**config.mk**
```make
export PLATFORM = sky130hd
export DESIGN_NAME = ir_pdm_tx_arbiter
export DESIGN_NICKNAME = d
export VERILOG_FILES = /design/src/rtl/ir_pdm_tx_arbiter.sv
export SDC_FILE = /design/constraint.sdc
export NUM_CORES = 1
export LEC_CHECK = 0
export ABC_CLOCK_PERIOD_IN_PS = 1900
export CAP_MARGIN = 20
export CORE_AREA = 2 2 76 78
export CTS_CLUSTER_SIZE = 30
export DETAILED_ROUTE_END_ITERATION = 8
export DIE_AREA = 0 0 78 80
export HOLD_SLACK_MARGIN = 0.06
export PLACE_DENSITY_LB_ADDON = 0.08
export SLEW_MARGIN = 0
export SYNTH_ARGS = -nofsm -noshare
export SYNTH_HDL_FRONTEND = slang
export SYNTH_SLANG_ARGS = --single-unit
```
**constraint.sdc**
```tcl
create_clock -name clk -period 1.9 [get_ports clk]
set_input_delay 0.38 -clock clk [delete_from_list [all_inputs] [get_ports clk]]
set_output_delay 0.38 -clock clk [all_outputs]
set_load 0.005 [all_outputs]
```
**src/rtl/ir_pdm_tx_arbiter.sv**
```systemverilog
// Round-robin owner of one ir_pdm_modulator; grants whole frames and feeds symbols one load at a time.
// Latency: 1 clk from the IDLE grant decision to mod_load; every output is a register.
// Backpressure: mod_done level paces the loads; an absent req[g] parks in HOLD; stalls time out to IDLE.
module ir_pdm_tx_arbiter #(
    parameter int N       = 4,
    parameter int SYM_W   = 5,
    parameter int GAP_CYC = 16,
    parameter int TIMEOUT = 4096
) (
    input  logic                   clk,
    input  logic                   rstn,
    input  logic                   en,
    input  logic [N-1:0]           req,
    input  logic [N*SYM_W-1:0]     sym,
    input  logic [N-1:0]           sym_last,
    output logic [N-1:0]           sym_ready,
    output logic [N-1:0]           grant,
    output logic                   busy,
    output logic [SYM_W-1:0]       mod_din,
    output logic                   mod_load,
    input  logic                   mod_done,
    output logic                   frame_done,
    output logic [$clog2(N)-1:0]   frame_id,
    output logic                   err_timeout,
    input  logic                   err_clr
);
    localparam int IW = $clog2(N);
    localparam int TW = $clog2(TIMEOUT + 1);
    localparam int GW = (GAP_CYC > 1) ? $clog2(GAP_CYC) : 1;

    typedef enum logic [2:0] {
        S_IDLE, S_LOAD, S_WAIT_ACK, S_WAIT_DONE, S_HOLD, S_GAP
    } state_t;

    state_t            state_q, state_d;
    logic [IW-1:0]     g_q, g_d, ptr_q, ptr_d, g_next, pick;
    logic              last_q, last_d;
    logic [TW-1:0]     timer_q, timer_d;
    logic [GW-1:0]     gap_q, gap_d;
    logic [N-1:0]      grant_d, sym_ready_d;
    logic [SYM_W-1:0]  mod_din_d;
    logic              mod_load_d, frame_done_d, err_d, busy_d;
    logic [IW-1:0]     frame_id_d;
    logic              do_load, timeout;

    // Scan downwards so the requester closest to ptr is the one left in pick.
    always_comb begin
        pick = ptr_q;
        for (int k = N - 1; k >= 0; k--) begin
            if (req[(int'(ptr_q) + k) % N]) pick = IW'((int'(ptr_q) + k) % N);
        end
    end

    assign g_next = (g_q == IW'(N - 1)) ? '0 : g_q + 1'b1;

    always_comb begin
        state_d      = state_q;
        g_d          = g_q;
        ptr_d        = ptr_q;
        last_d       = last_q;
        timer_d      = timer_q;
        gap_d        = gap_q;
        grant_d      = grant;
        mod_din_d    = mod_din;
        mod_load_d   = 1'b0;
        sym_ready_d  = '0;
        frame_done_d = 1'b0;
        frame_id_d   = frame_id;
        err_d        = err_clr ? 1'b0 : err_timeout;
        do_load      = 1'b0;
        timeout      = 1'b0;
        busy_d       = 1'b0;

        case (state_q)
            S_IDLE: begin
                if (en && (|req) && mod_done) begin
                    g_d     = pick;
                    grant_d = N'(1) << pick;
                    do_load = 1'b1;
                end
            end
            S_LOAD: begin
                state_d = S_WAIT_ACK;
                timer_d = '0;
            end
            S_WAIT_ACK: begin
                if (!mod_done) begin
                    state_d = S_WAIT_DONE;
                    timer_d = '0;
                end else if (timer_q == TW'(TIMEOUT - 1)) begin
                    timeout = 1'b1;
                end else begin
                    timer_d = timer_q + 1'b1;
                end
            end
            S_WAIT_DONE: begin
                if (mod_done) begin
                    if (last_q) begin
                        frame_done_d = 1'b1;
                        frame_id_d   = g_q;
                        ptr_d        = g_next;
                        grant_d      = '0;
                        gap_d        = '0;
                        state_d      = (GAP_CYC == 0) ? S_IDLE : S_GAP;
                    end else if (req[g_q]) begin
                        do_load = 1'b1;
                    end else begin
                        state_d = S_HOLD;
                    end
                end else if (timer_q == TW'(TIMEOUT - 1)) begin
                    timeout = 1'b1;
                end else begin
                    timer_d = timer_q + 1'b1;
                end
            end
            S_HOLD: begin
                // Dropping en while starved abandons the frame rather than waiting forever.
                if (!en) begin
                    grant_d = '0;
                    ptr_d   = g_next;
                    state_d = S_IDLE;
                end else if (req[g_q]) begin
                    do_load = 1'b1;
                end
            end
            S_GAP: begin
                if (gap_q == GW'(GAP_CYC - 1)) state_d = S_IDLE;
                else                           gap_d   = gap_q + 1'b1;
            end
            default: state_d = S_IDLE;
        endcase

        if (timeout) begin
            err_d   = 1'b1;
            grant_d = '0;
            ptr_d   = g_next;
            state_d = S_IDLE;
        end

        if (do_load) begin
            state_d     = S_LOAD;
            mod_load_d  = 1'b1;
            mod_din_d   = sym[int'(g_d) * SYM_W +: SYM_W];
            sym_ready_d = N'(1) << g_d;
            last_d      = sym_last[g_d];
        end

        busy_d = (state_d != S_IDLE);
    end

    always_ff @(posedge clk or negedge rstn) begin
        if (!rstn) begin
            state_q     <= S_IDLE;
            g_q         <= '0;
            ptr_q       <= '0;
            last_q      <= 1'b0;
            timer_q     <= '0;
            gap_q       <= '0;
            grant       <= '0;
            busy        <= 1'b0;
            mod_din     <= '0;
            mod_load    <= 1'b0;
            sym_ready   <= '0;
            frame_done  <= 1'b0;
            frame_id    <= '0;
            err_timeout <= 1'b0;
        end else begin
            state_q     <= state_d;
            g_q         <= g_d;
            ptr_q       <= ptr_d;
            last_q      <= last_d;
            timer_q     <= timer_d;
            gap_q       <= gap_d;
            grant       <= grant_d;
            busy        <= busy_d;
            mod_din     <= mod_din_d;
            mod_load    <= mod_load_d;
            sym_ready   <= sym_ready_d;
            frame_done  <= frame_done_d;
            frame_id    <= frame_id_d;
            err_timeout <= err_d;
        end
    end

endmodule
```
==> impl_metrics.csv <==
group,metric,value,unit
setup_path,path_class,"register to register",
setup_path,slowest_delay,0.57,ns
place,dp_cells,388,
yosys,ys_seq_area_frac,0.460,
power,leakagePower,1.62,nW
clocking,cts_tree,"done",
global_routing,grt_usage,0.205,
global_routing,grt_overflow_total,0,
route,dr.pass1.iters,5,
outcome,status,"finished, final reports clean",
place,place_hpwl,4090,µm
power,power_density,1300,nW/µm²
setup_path,cp_slowest_cell,"or4b_4",
cells_and_area,num-fill-cells,462,
yosys,async_flop_share,1.00,
place,detailed_place.area,3280,µm²
route,drt-total-wl,5850,µm
global_routing,grt_pass1_vias,2154,
die,rows,27,
die,core,5410,µm²
route,vias,2085,
timing,setup_viol,0,
setup_path,r2r_cells,5,
die,start_util,0.443,
setup_path,crit_path_start,"timer_q[8]$_DFFE_PN0P_",
clocking,path_clk_slew,0.08,ns
route,via_per_inst,5.16,
clocking,clk_latency,0.29,ns
timing,fin_tns_setup,0,ns
yosys,synth_edf_count,0,
route,drc,0,
setup_path,cp_num_buf_inv,0,
cells_and_area,finish.instance_area,3540,µm²
timing,fmax,527,MHz
power,ir_drop,0.648,mV
cells_and_area,num_antenna_cells,0,
setup_path,end_kind,"register",
route,drt.antenna.violating_nets,0,
timing,rsz0062_at_grt,"true",
global_routing,antenna_found_initial,0,
setup_path,cp.arrival,2.08,ns
route,drt-wirelength-per-cell,14.5,µm
cells_and_area,layout-drive-gt1-share,0.304,
clocking,htree_levels,2,
yosys,synth_cells,230,
yosys,yosys_register_bits,44,
yosys,synth_ff_type,"dfrtp_1",
clocking,root_buffer,"clkbuf_8",
die,die_x,78,µm
setup_path,cp_max_fo,5,
timing,timing.slew.headroom,0.626,
die,fp.dieH,80,µm
timing,final_max_slew_viol_count,0,
setup_path,crit_path_start_kind,"register",
cells_and_area,area_delta_synth_final,48.1,%
place,gp_congestion,0.832,
yosys,yosys_warnings,0,
timing,timing.final.crit_share,0.999,
cells_and_area,fin_cells,404,
cells_and_area,layout_common_cells,"48 x buf_4, 45 x clkdlybuf4s50_1, 42 x dfrtp_1",
timing,tightestPinTransition,0.561,ns
yosys,ys_types,55,
cells_and_area,layout_commonest_cell,"buf_4",
clocking,cts_made_buffers,5,
setup_path,cp_data_required_time,2.08,ns
die,io_pins,52,
place,io_buffer_count,51,
timing,fin_crit,1.90,ns
setup_path,crit_chain,"nand4_1, or4b_4, nor3_4, a31o_2, mux2_2",
global_routing,grt_pass1_wl,9970,µm
clocking,ctsLongestPathBuffers,2,
setup_path,critPathCapture,"ptr_q[1]$_DFFE_PN0P_",
die,fp.dieArea,6240,µm²
yosys,syn_area,2390,µm²
yosys,synth_fp_nets,266,
global_routing,grt_max_degree,45,
clocking,clkSinkCount,44,
timing,skew,0.00481,ns
timing,hold_viol_final,0,
hold_path,hold_class,"primary input to async pin",
setup_path,rrSetupSlack,0.003,ns
cells_and_area,fin_nets,367,
flow_run,cap_violations,0,
setup_path,r2r-end,"ptr_q[1]$_DFFE_PN0P_",
route,drt_iter0_markers,115,
setup_path,critPathTopFamily,"simple AND/OR/NAND/NOR gates",
setup_path,rr_startpoint,"timer_q[8]$_DFFE_PN0P_",
setup_path,crit_cells,5,
yosys,syn_avg_cell_area,10.4,µm²
-- synth_stat cells (2+ instances only) --
| cell type | instances | share of area |
|---|---|---|
| a21oi_1 | 3 | 0.0063 |
| nor2_1 | 30 | 0.047 |
| o21ai_0 | 9 | 0.019 |
| clkbuf_1 | 6 | 0.0094 |
| nand4_1 | 4 | 0.010 |
| nand3_1 | 8 | 0.017 |
| a221oi_2 | 5 | 0.031 |
| inv_1 | 7 | 0.011 |
| and2_1 | 5 | 0.013 |
| o21ai_1 | 2 | 0.0042 |
| dfrtp_1 | 44 | 0.46 |
| ha_1 | 3 | 0.016 |
| mux2i_1 | 13 | 0.054 |
| a31oi_1 | 3 | 0.0078 |
| xor2_1 | 14 | 0.051 |
| a311oi_1 | 3 | 0.011 |
| nor3_1 | 6 | 0.013 |
| nor2b_1 | 4 | 0.010 |
| and3_1 | 4 | 0.010 |
| o211ai_1 | 5 | 0.016 |
| mux2_2 | 5 | 0.024 |
| nand2b_1 | 2 | 0.0052 |
| nand2_1 | 13 | 0.020 |
-- cell type report --
cell class              instances  area [µm²]  area share
clock buffers                   8        90.1      0.0254
inverters                       7        26.3     0.00742
multi-input cells             171        1320       0.373
flip-flops and latches         44        1100       0.312
well taps                      72        90.1      0.0254
repair buffers                102         912       0.258
-- layer usage --
layer | up-vias | routed length [µm] | GRT usage
met5 | - | 0 | 0
met3 | 14 | 214 | 0.0396
met2 | 56 | 2720 | 0.333
li1 | 1039 | - | -
met1 | 976 | 2750 | 0.270
met4 | 0 | 168 | 0.0825
-- power by group --
part | internal [mW] | switching [mW] | total (mW)
logic | 1.42 | 1.08 | 2.50
registers | 1.23 | 0.251 | 1.48
clock network | 0.297 | 0.311 | 0.608
-- worst min-delay path by stage --
stage,end,slack (ns),cells past startpoint
2_1_floorplan,busy$_DFF_PN0_,0.08,0
3_3_place_gp,grant[0]$_DFFE_PN0P_,0.47,1
3_5_place_dp,grant[0]$_DFFE_PN0P_,0.48,1
4_1_cts,g_q[0]$_DFF_PN0_,0.17,2
5_1_grt,frame_done$_DFF_PN0_,0.21,2
6_report,gap_q[2]$_DFFE_PN0P_,0.15,2
-- timing repair --
action | 4_1_cts | 5_1_grt
pin swaps | 6 | 3
buffers inserted | 4 | 3
gates cloned | 1 | 0
endpoints found under the setup margin | 21 | 20
hold buffers | 0 | 0
gates resized for setup | 29 | 12
-- flip-flops by register name (all words and copies together) (netlist names), 2 cells and up --
name       flops
timer_q       13
mod_din        5
frame_id       2
state_q        3
g_q            2
sym_ready      4
ptr_q          2
gap_q          4
grant          4
-- metrics by stage --
step	hold WS [ns]	power [mW]	util	worst slack [ns]
2_1_floorplan	0.0844	2.67	-	-0.105
3_3_place_gp	0.472	3.67	0.607	-0.545
3_5_place_dp	0.476	3.69	0.607	-0.606
4_1_cts	0.173	4.54	0.642	0.0103
5_1_grt	0.213	4.92	0.655	-0.121
6_report	0.152	4.59	0.655	0.00256
-- kinds of logic (layout without fill, tap and decap cells) --
| family | after synthesis | count (layout) | share of synthesized area |
|---|---|---|---|
| flops | 44 | 44 | 0.460 |
| fa+ha+maj | 3 | 3 | 0.0157 |
| xor+xnor | 14 | 14 | 0.0513 |
| simple gates | 89 | 89 | 0.196 |
| buf+inv | 15 | 117 | 0.0288 |
| compound gates | 46 | 46 | 0.161 |
| mux | 19 | 19 | 0.0873 |
Note: power is estimated with default switching activity, not from simulation.
